`src/rtl/rf_write_arbiter.sv`:
```
// rf_write_arbiter: shares the register file's single write port between
// NUM_REQ writeback sources. After reset it zero-fills r1..r31 through the
// port, then arbitrates valid/ready requests with a one-cycle write latency.
// Optional feature macro: RFWA_ROUND_ROBIN_EN (round-robin grant; default is
// fixed priority, lowest index wins).
module rf_write_arbiter #(
  parameter int unsigned NUM_REQ    = 3,
  parameter int unsigned DATA_W     = 32,
  parameter int unsigned ADDR_W     = 5,
  parameter int unsigned INIT_SWEEP = 1
) (
  input  logic                       clk,
  input  logic                       reset,
  input  logic [NUM_REQ-1:0]         req_valid,
  input  logic [NUM_REQ*ADDR_W-1:0]  req_dest,
  input  logic [NUM_REQ*DATA_W-1:0]  req_data,
  output logic [NUM_REQ-1:0]         req_ready,
  output logic                       rf_write_en,
  output logic [ADDR_W-1:0]          rf_write_dest,
  output logic [DATA_W-1:0]          rf_write_data,
  output logic [2:0]                 grant_id,
  output logic                       init_busy
);

  localparam logic [ADDR_W-1:0] SWEEP_FIRST = ADDR_W'(1);
  localparam logic [ADDR_W-1:0] SWEEP_LAST  = ADDR_W'(31);

  typedef enum logic {
    ST_INIT = 1'b0,
    ST_ARB  = 1'b1
  } state_t;

  localparam state_t RESET_STATE = (INIT_SWEEP != 0) ? ST_INIT : ST_ARB;

  state_t              state, state_nxt;
  logic [ADDR_W-1:0]   sweep_cnt, cnt_nxt;
  logic                wr_en_nxt;
  logic [ADDR_W-1:0]   wr_dest_nxt;
  logic [DATA_W-1:0]   wr_data_nxt;
  logic [2:0]          gid_nxt;
  logic [NUM_REQ-1:0]  grant_oh;

  // One-hot of the lowest set bit (all-zero when none set).
  function automatic logic [NUM_REQ-1:0] lowest_one(input logic [NUM_REQ-1:0] v);
    logic found;
    found      = 1'b0;
    lowest_one = '0;
    for (int i = 0; i < NUM_REQ; i++) begin
      if (v[i] && !found) begin
        lowest_one[i] = 1'b1;
        found         = 1'b1;
      end
    end
  endfunction

`ifdef RFWA_ROUND_ROBIN_EN
  localparam int unsigned PTR_W = (NUM_REQ > 1) ? $clog2(NUM_REQ) : 1;

  logic [PTR_W-1:0]   rr_ptr, rr_ptr_nxt;
  logic [NUM_REQ-1:0] upper_valid;

  // Round-robin pick: lowest valid at or above the pointer, else wrap to lowest valid.
  always_comb begin
    upper_valid = '0;
    for (int i = 0; i < NUM_REQ; i++) begin
      if (i >= int'(rr_ptr)) upper_valid[i] = req_valid[i];
    end
    grant_oh = (|upper_valid) ? lowest_one(upper_valid) : lowest_one(req_valid);
  end

  // Round-robin pointer register; moves only on a transfer.
  always_ff @(posedge clk) begin
    if (reset) rr_ptr <= '0;
    else       rr_ptr <= rr_ptr_nxt;
  end
`else
  // Fixed-priority pick: lowest valid index wins.
  always_comb begin
    grant_oh = lowest_one(req_valid);
  end
`endif

  // Next-state, sweep sequencing, grant and write-port next values.
  always_comb begin
    state_nxt   = state;
    cnt_nxt     = sweep_cnt;
    wr_en_nxt   = 1'b0;
    wr_dest_nxt = rf_write_dest;
    wr_data_nxt = rf_write_data;
    gid_nxt     = grant_id;
    req_ready   = '0;
    init_busy   = 1'b0;
`ifdef RFWA_ROUND_ROBIN_EN
    rr_ptr_nxt  = rr_ptr;
`endif
    case (state)
      ST_INIT: begin
        init_busy   = 1'b1;
        wr_en_nxt   = 1'b1;
        wr_dest_nxt = sweep_cnt;
        wr_data_nxt = '0;
        // Counter saturates at the last register so it never wraps to r0.
        if (sweep_cnt == SWEEP_LAST) state_nxt = ST_ARB;
        else                         cnt_nxt   = sweep_cnt + ADDR_W'(1);
      end
      ST_ARB: begin
        req_ready = grant_oh;
        for (int i = 0; i < NUM_REQ; i++) begin
          if (grant_oh[i]) begin
            // A write to r0 is consumed but never reaches the register file.
            wr_en_nxt   = (req_dest[i*ADDR_W +: ADDR_W] != '0);
            wr_dest_nxt = req_dest[i*ADDR_W +: ADDR_W];
            wr_data_nxt = req_data[i*DATA_W +: DATA_W];
            gid_nxt     = 3'(i);
`ifdef RFWA_ROUND_ROBIN_EN
            rr_ptr_nxt  = (i == NUM_REQ - 1) ? '0 : PTR_W'(i + 1);
`endif
          end
        end
      end
      default: state_nxt = RESET_STATE;
    endcase
  end

  // State, sweep counter and registered write-port outputs.
  always_ff @(posedge clk) begin
    if (reset) begin
      state         <= RESET_STATE;
      sweep_cnt     <= SWEEP_FIRST;
      rf_write_en   <= 1'b0;
      rf_write_dest <= '0;
      rf_write_data <= '0;
      grant_id      <= '0;
    end else begin
      state         <= state_nxt;
      sweep_cnt     <= cnt_nxt;
      rf_write_en   <= wr_en_nxt;
      rf_write_dest <= wr_dest_nxt;
      rf_write_data <= wr_data_nxt;
      grant_id      <= gid_nxt;
    end
  end

endmodule
```
`config.mk`:
```
export PLATFORM = sky130hd
export DESIGN_NAME = rf_write_arbiter
export DESIGN_NICKNAME = d
export VERILOG_FILES = /design/src/rtl/rf_write_arbiter.sv
export SDC_FILE = /design/constraint.sdc
export NUM_CORES = 1
export LEC_CHECK = 0
export CORE_MARGIN = 4
export CORE_UTILIZATION = 38
export CTS_BUF_LIST = sky130_fd_sc_hd__clkbuf_16
export DETAILED_ROUTE_END_ITERATION = 8
export PLACE_DENSITY = 0.86
export SLEW_MARGIN = 20
export SYNTH_ARGS = -nofsm -noshare
export SYNTH_HDL_FRONTEND = slang
export SYNTH_SLANG_ARGS = --single-unit
```
`constraint.sdc`:
```
create_clock -name clk -period 4.2 [get_ports clk]
set_input_delay 1.26 -clock clk [delete_from_list [all_inputs] [get_ports clk]]
set_output_delay 1.26 -clock clk [all_outputs]
set_load 0.005 [all_outputs]
```
==> key figures <==
Run status
  • Status: finished, final reports clean

Global route
  • Largest net degree at the start of global routing: 34
  • Busiest metal layer after global routing: met2
  • Initial antenna violation count: 0
  • Global-route track usage on met1: 26.5%
  • Met2 usage: 37.5%
  • Total global-route track usage: 21.2%
  • Vias in the first global route: 2,603
  • Global-route wire length before repair: 12,700 um
  • Met3 usage: 3.46%
  • GR Overflow Total: 0

Synthesis
  • Asr flop ratio synth: 0%
  • Netlist Area Pre-Place: 0.00231 sq mm
  • Primary FF master, synth: dfxtp_1
  • Syn Area/Cell: 9.52 sq um
  • Sequential fraction of the synthesis area: 39.8%
  • Synth top cells by count: dfxtp_1, o21ai_0, o2bb2ai_1, a221oi_1, clkbuf_1
  • #FFs+latches synth: 46
  • Warnings from Yosys: 0
  • Syn Inst Count: 243
  • EDFF count, synth: 0
  • Post-Syn Nets: 361
  • Top-count cell post-synth: dfxtp_1
  • Post-synth cell types: 36
  • Top-area cell type share of the netlist area: 39.8%
  • Largest area contributor in the netlist: dfxtp_1
  • Synth top area cells: dfxtp_1, o2bb2ai_1, a221oi_1

Floorplan
  • Die Span X: 86.0 um
  • Die height: 86.0 um
  • Total I/O pin count: 161
  • Row count: 28
  • Die footprint: 0.00740 sq mm
  • Core area: 0.00592 sq mm
  • Starting Density: 39.1%

Worst setup path
  • Critical Path Fanout Max: 2
  • Flop2flop setup slack: 2.06 ns
  • Crit path capture: req_ready[2]
  • Worst path bufs/invs: 2
  • Worst Path Required: 2.94 ns
  • Reg2reg path depth: 4
  • Largest stage delay on the critical path: 0.53 ns
  • Worst EP arrival: 2.49 ns
  • Reg-to-reg startpoint: state
  • Cell depth of the worst setup path: 4
  • Crit path launch: req_valid[2]
  • CP Cell Sequence: clkdlybuf4s50_1 > nand2_1 > nor3_1 > clkdlybuf4s50_1
  • Kind of critical path: input pin to output port
  • Top cell by count, worst path: clkdlybuf4s50_1
  • Startpoint types: input pin
  • Worst flop-to-flop path endpoint: rf_write_data[4]
  • CP delay by family, top: buffers and inverters
  • Crit path capture type: output port
  • Crit-path slowest cell: clkdlybuf4s50_1

Run
  • Max_cap viols: 0

CTS
  • Total CTS buffers: 5
  • H-Tree Level Count: 2
  • Clock tree sinks: 46
  • Max clock buf depth: 2
  • Worst skew pair latency: 0.28 ns
  • Clock slew at reported path FFs: 0.06 ns
  • Clock tree from TritonCTS: yes
  • Root buffer cell: clkbuf_16
  • Postcts setup bufs: 0
  • Post-CTS sizing: 0
  • Post-CTS Hold Buffers: 0

Timing
  • # setup viols final: 0
  • Final Max Tran Viols: 0
  • Final worst path period share: 89.4%
  • Hold Fails Final Rpt: 0
  • Worst-Margin Slew: 0.756 ns
  • RSZ-0062 raised after global routing: no
  • Total negative slack: 0 ns
  • Worst slew margin: 49.4%
  • Worst Clk Skew: 0.00431 ns
  • Fmax: 266 MHz
  • Crit path time final: 3.75 ns

Routing
  • DRT antenna net count: 0
  • Drt wl/cell: 17.7 um
  • Vias/cell: 5.66
  • First-pass DRT Iterations: 4
  • Initial DRC Count: 97
  • Via count: 2,632
  • DRC viols: 0
  • Routed WL: 8240 um

Layout
  • Fin nets: 507
  • ANT cells: 0
  • Final Util: 69.0%
  • Layout area overhead: 76.5%
  • Share of layout cells above drive strength 1: 6.92%
  • Fillers: 475

Power
  • Total power: 0.00109 W
  • Max VDD drop: 222 uV
  • LEAKAGE: 1.40 nW
  • Pwr dens: 266 mW/mm^2

Worst hold path
  • Hold Path Depth: 2
  • Worst min path class: flip-flop to flip-flop

Placement
  • Input/output buffers: 159
  • Final HPWL DP: 6260 um
  • Placer Congestion: 0.850
report_power, final:
group	switching, W	internal [W]	total, W
Sequential	0.00000638	0.000443	0.000449
Clock	0.000166	0.000280	0.000447
Combinational	0.0000647	0.000127	0.000191
worst min-delay path by stage:
stage	from	endpoint	slack, ns
2_1_floorplan	grant_id[0]	grant_id[0]	0.45
3_3_place_gp	rf_write_data[15]	rf_write_data[15]	0.44
3_5_place_dp	rf_write_data[27]	rf_write_data[27]	0.45
4_1_cts	grant_id[0]	grant_id[0]	0.46
5_1_grt	rf_write_data[5]	rf_write_data[5]	0.48
6_report	grant_id[0]	grant_id[0]	0.46
metrics by stage:
step / cell area (sq um) / cells / hold slack, ns / setup WS (ns)
final: 4080 / 465 / 0.462 / 0.445
after global routing: 4080 / 465 / 0.477 / 0.324
after CTS: 4080 / 465 / 0.458 / 0.437
after detailed placement: 3910 / 457 / 0.448 / 0.437
after global placement: 3910 / 457 / 0.443 / 0.469
after floorplan: 2310 / 243 / 0.453 / 1.06
layer usage:
layer	vias up	part of all wire (%)
met5	-	0
met1	1217	41
met2	136	49
met4	0	1.3
li1	1270	-
met3	9	8.6
flip-flops by register name, summed over array words and instances, names as in the netlist:
| register | cells |
|---|---|
| state | 1 |
| rf_write_dest | 5 |
| rf_write_data | 32 |
| grant_id | 2 |
| rf_write_en | 1 |
| sweep_cnt | 5 |
cells by family (layout without fill, tap and decap cells):
| kind of cell | after synthesis | in the layout | synth area share (%) |
|---|---|---|---|
| AOI/OAI and AO/OA | 129 | 129 | 41.9 |
| DFF | 46 | 46 | 39.8 |
| buffers and inverters | 32 | 179 | 7.41 |
| and+or+nand+nor | 31 | 31 | 8.92 |
| adders and majority gates | 2 | 2 | 1.08 |
| xor gates and xnor gates | 2 | 2 | 0.757 |
| other | 1 | 1 | 0.162 |
worst register-to-register path: stages, from the launching register on:
cell       delay [ns]
dfxtp_1          0.71
nor4b_4          0.46
and2b_1          0.54
buf_12           0.24
o2bb2ai_1        0.13
cell usage in the layout, fill, tap and decap left out, types with 2 or more instances in the layout:
cell type	n
o221ai_1	5
xnor2_1	2
inv_1	2
nor2b_2	2
o21ai_0	36
and3b_1	5
a221oi_2	4
clkinvlp_4	2
or4_1	2
nor2_1	6
buf_2	2
a21oi_1	10
nor3_1	2
buf_4	8
clkbuf_16	5
nand3_1	2
o2bb2ai_1	32
a221oi_1	28
a21o_1	5
a22oi_1	5
ha_1	2
dfxtp_1	46
o31ai_1	2
nand2_1	4
clkdlybuf4s50_1	157
final cells by class:
cell class | instances | area, sq um | share of cell area (%)
Tap cell | 75 | 93.8 | 2.30
Multi-Input combinational cell | 165 | 1230 | 30.0
Clock buffer | 5 | 125 | 3.06
Inverter | 3 | 11.3 | 0.276
Clock inverter | 3 | 45.0 | 1.10
Sequential cell | 46 | 921 | 22.5
Timing Repair Buffer | 168 | 1660 | 40.7
No activity file was read; power rests on OpenSTA's default activity.
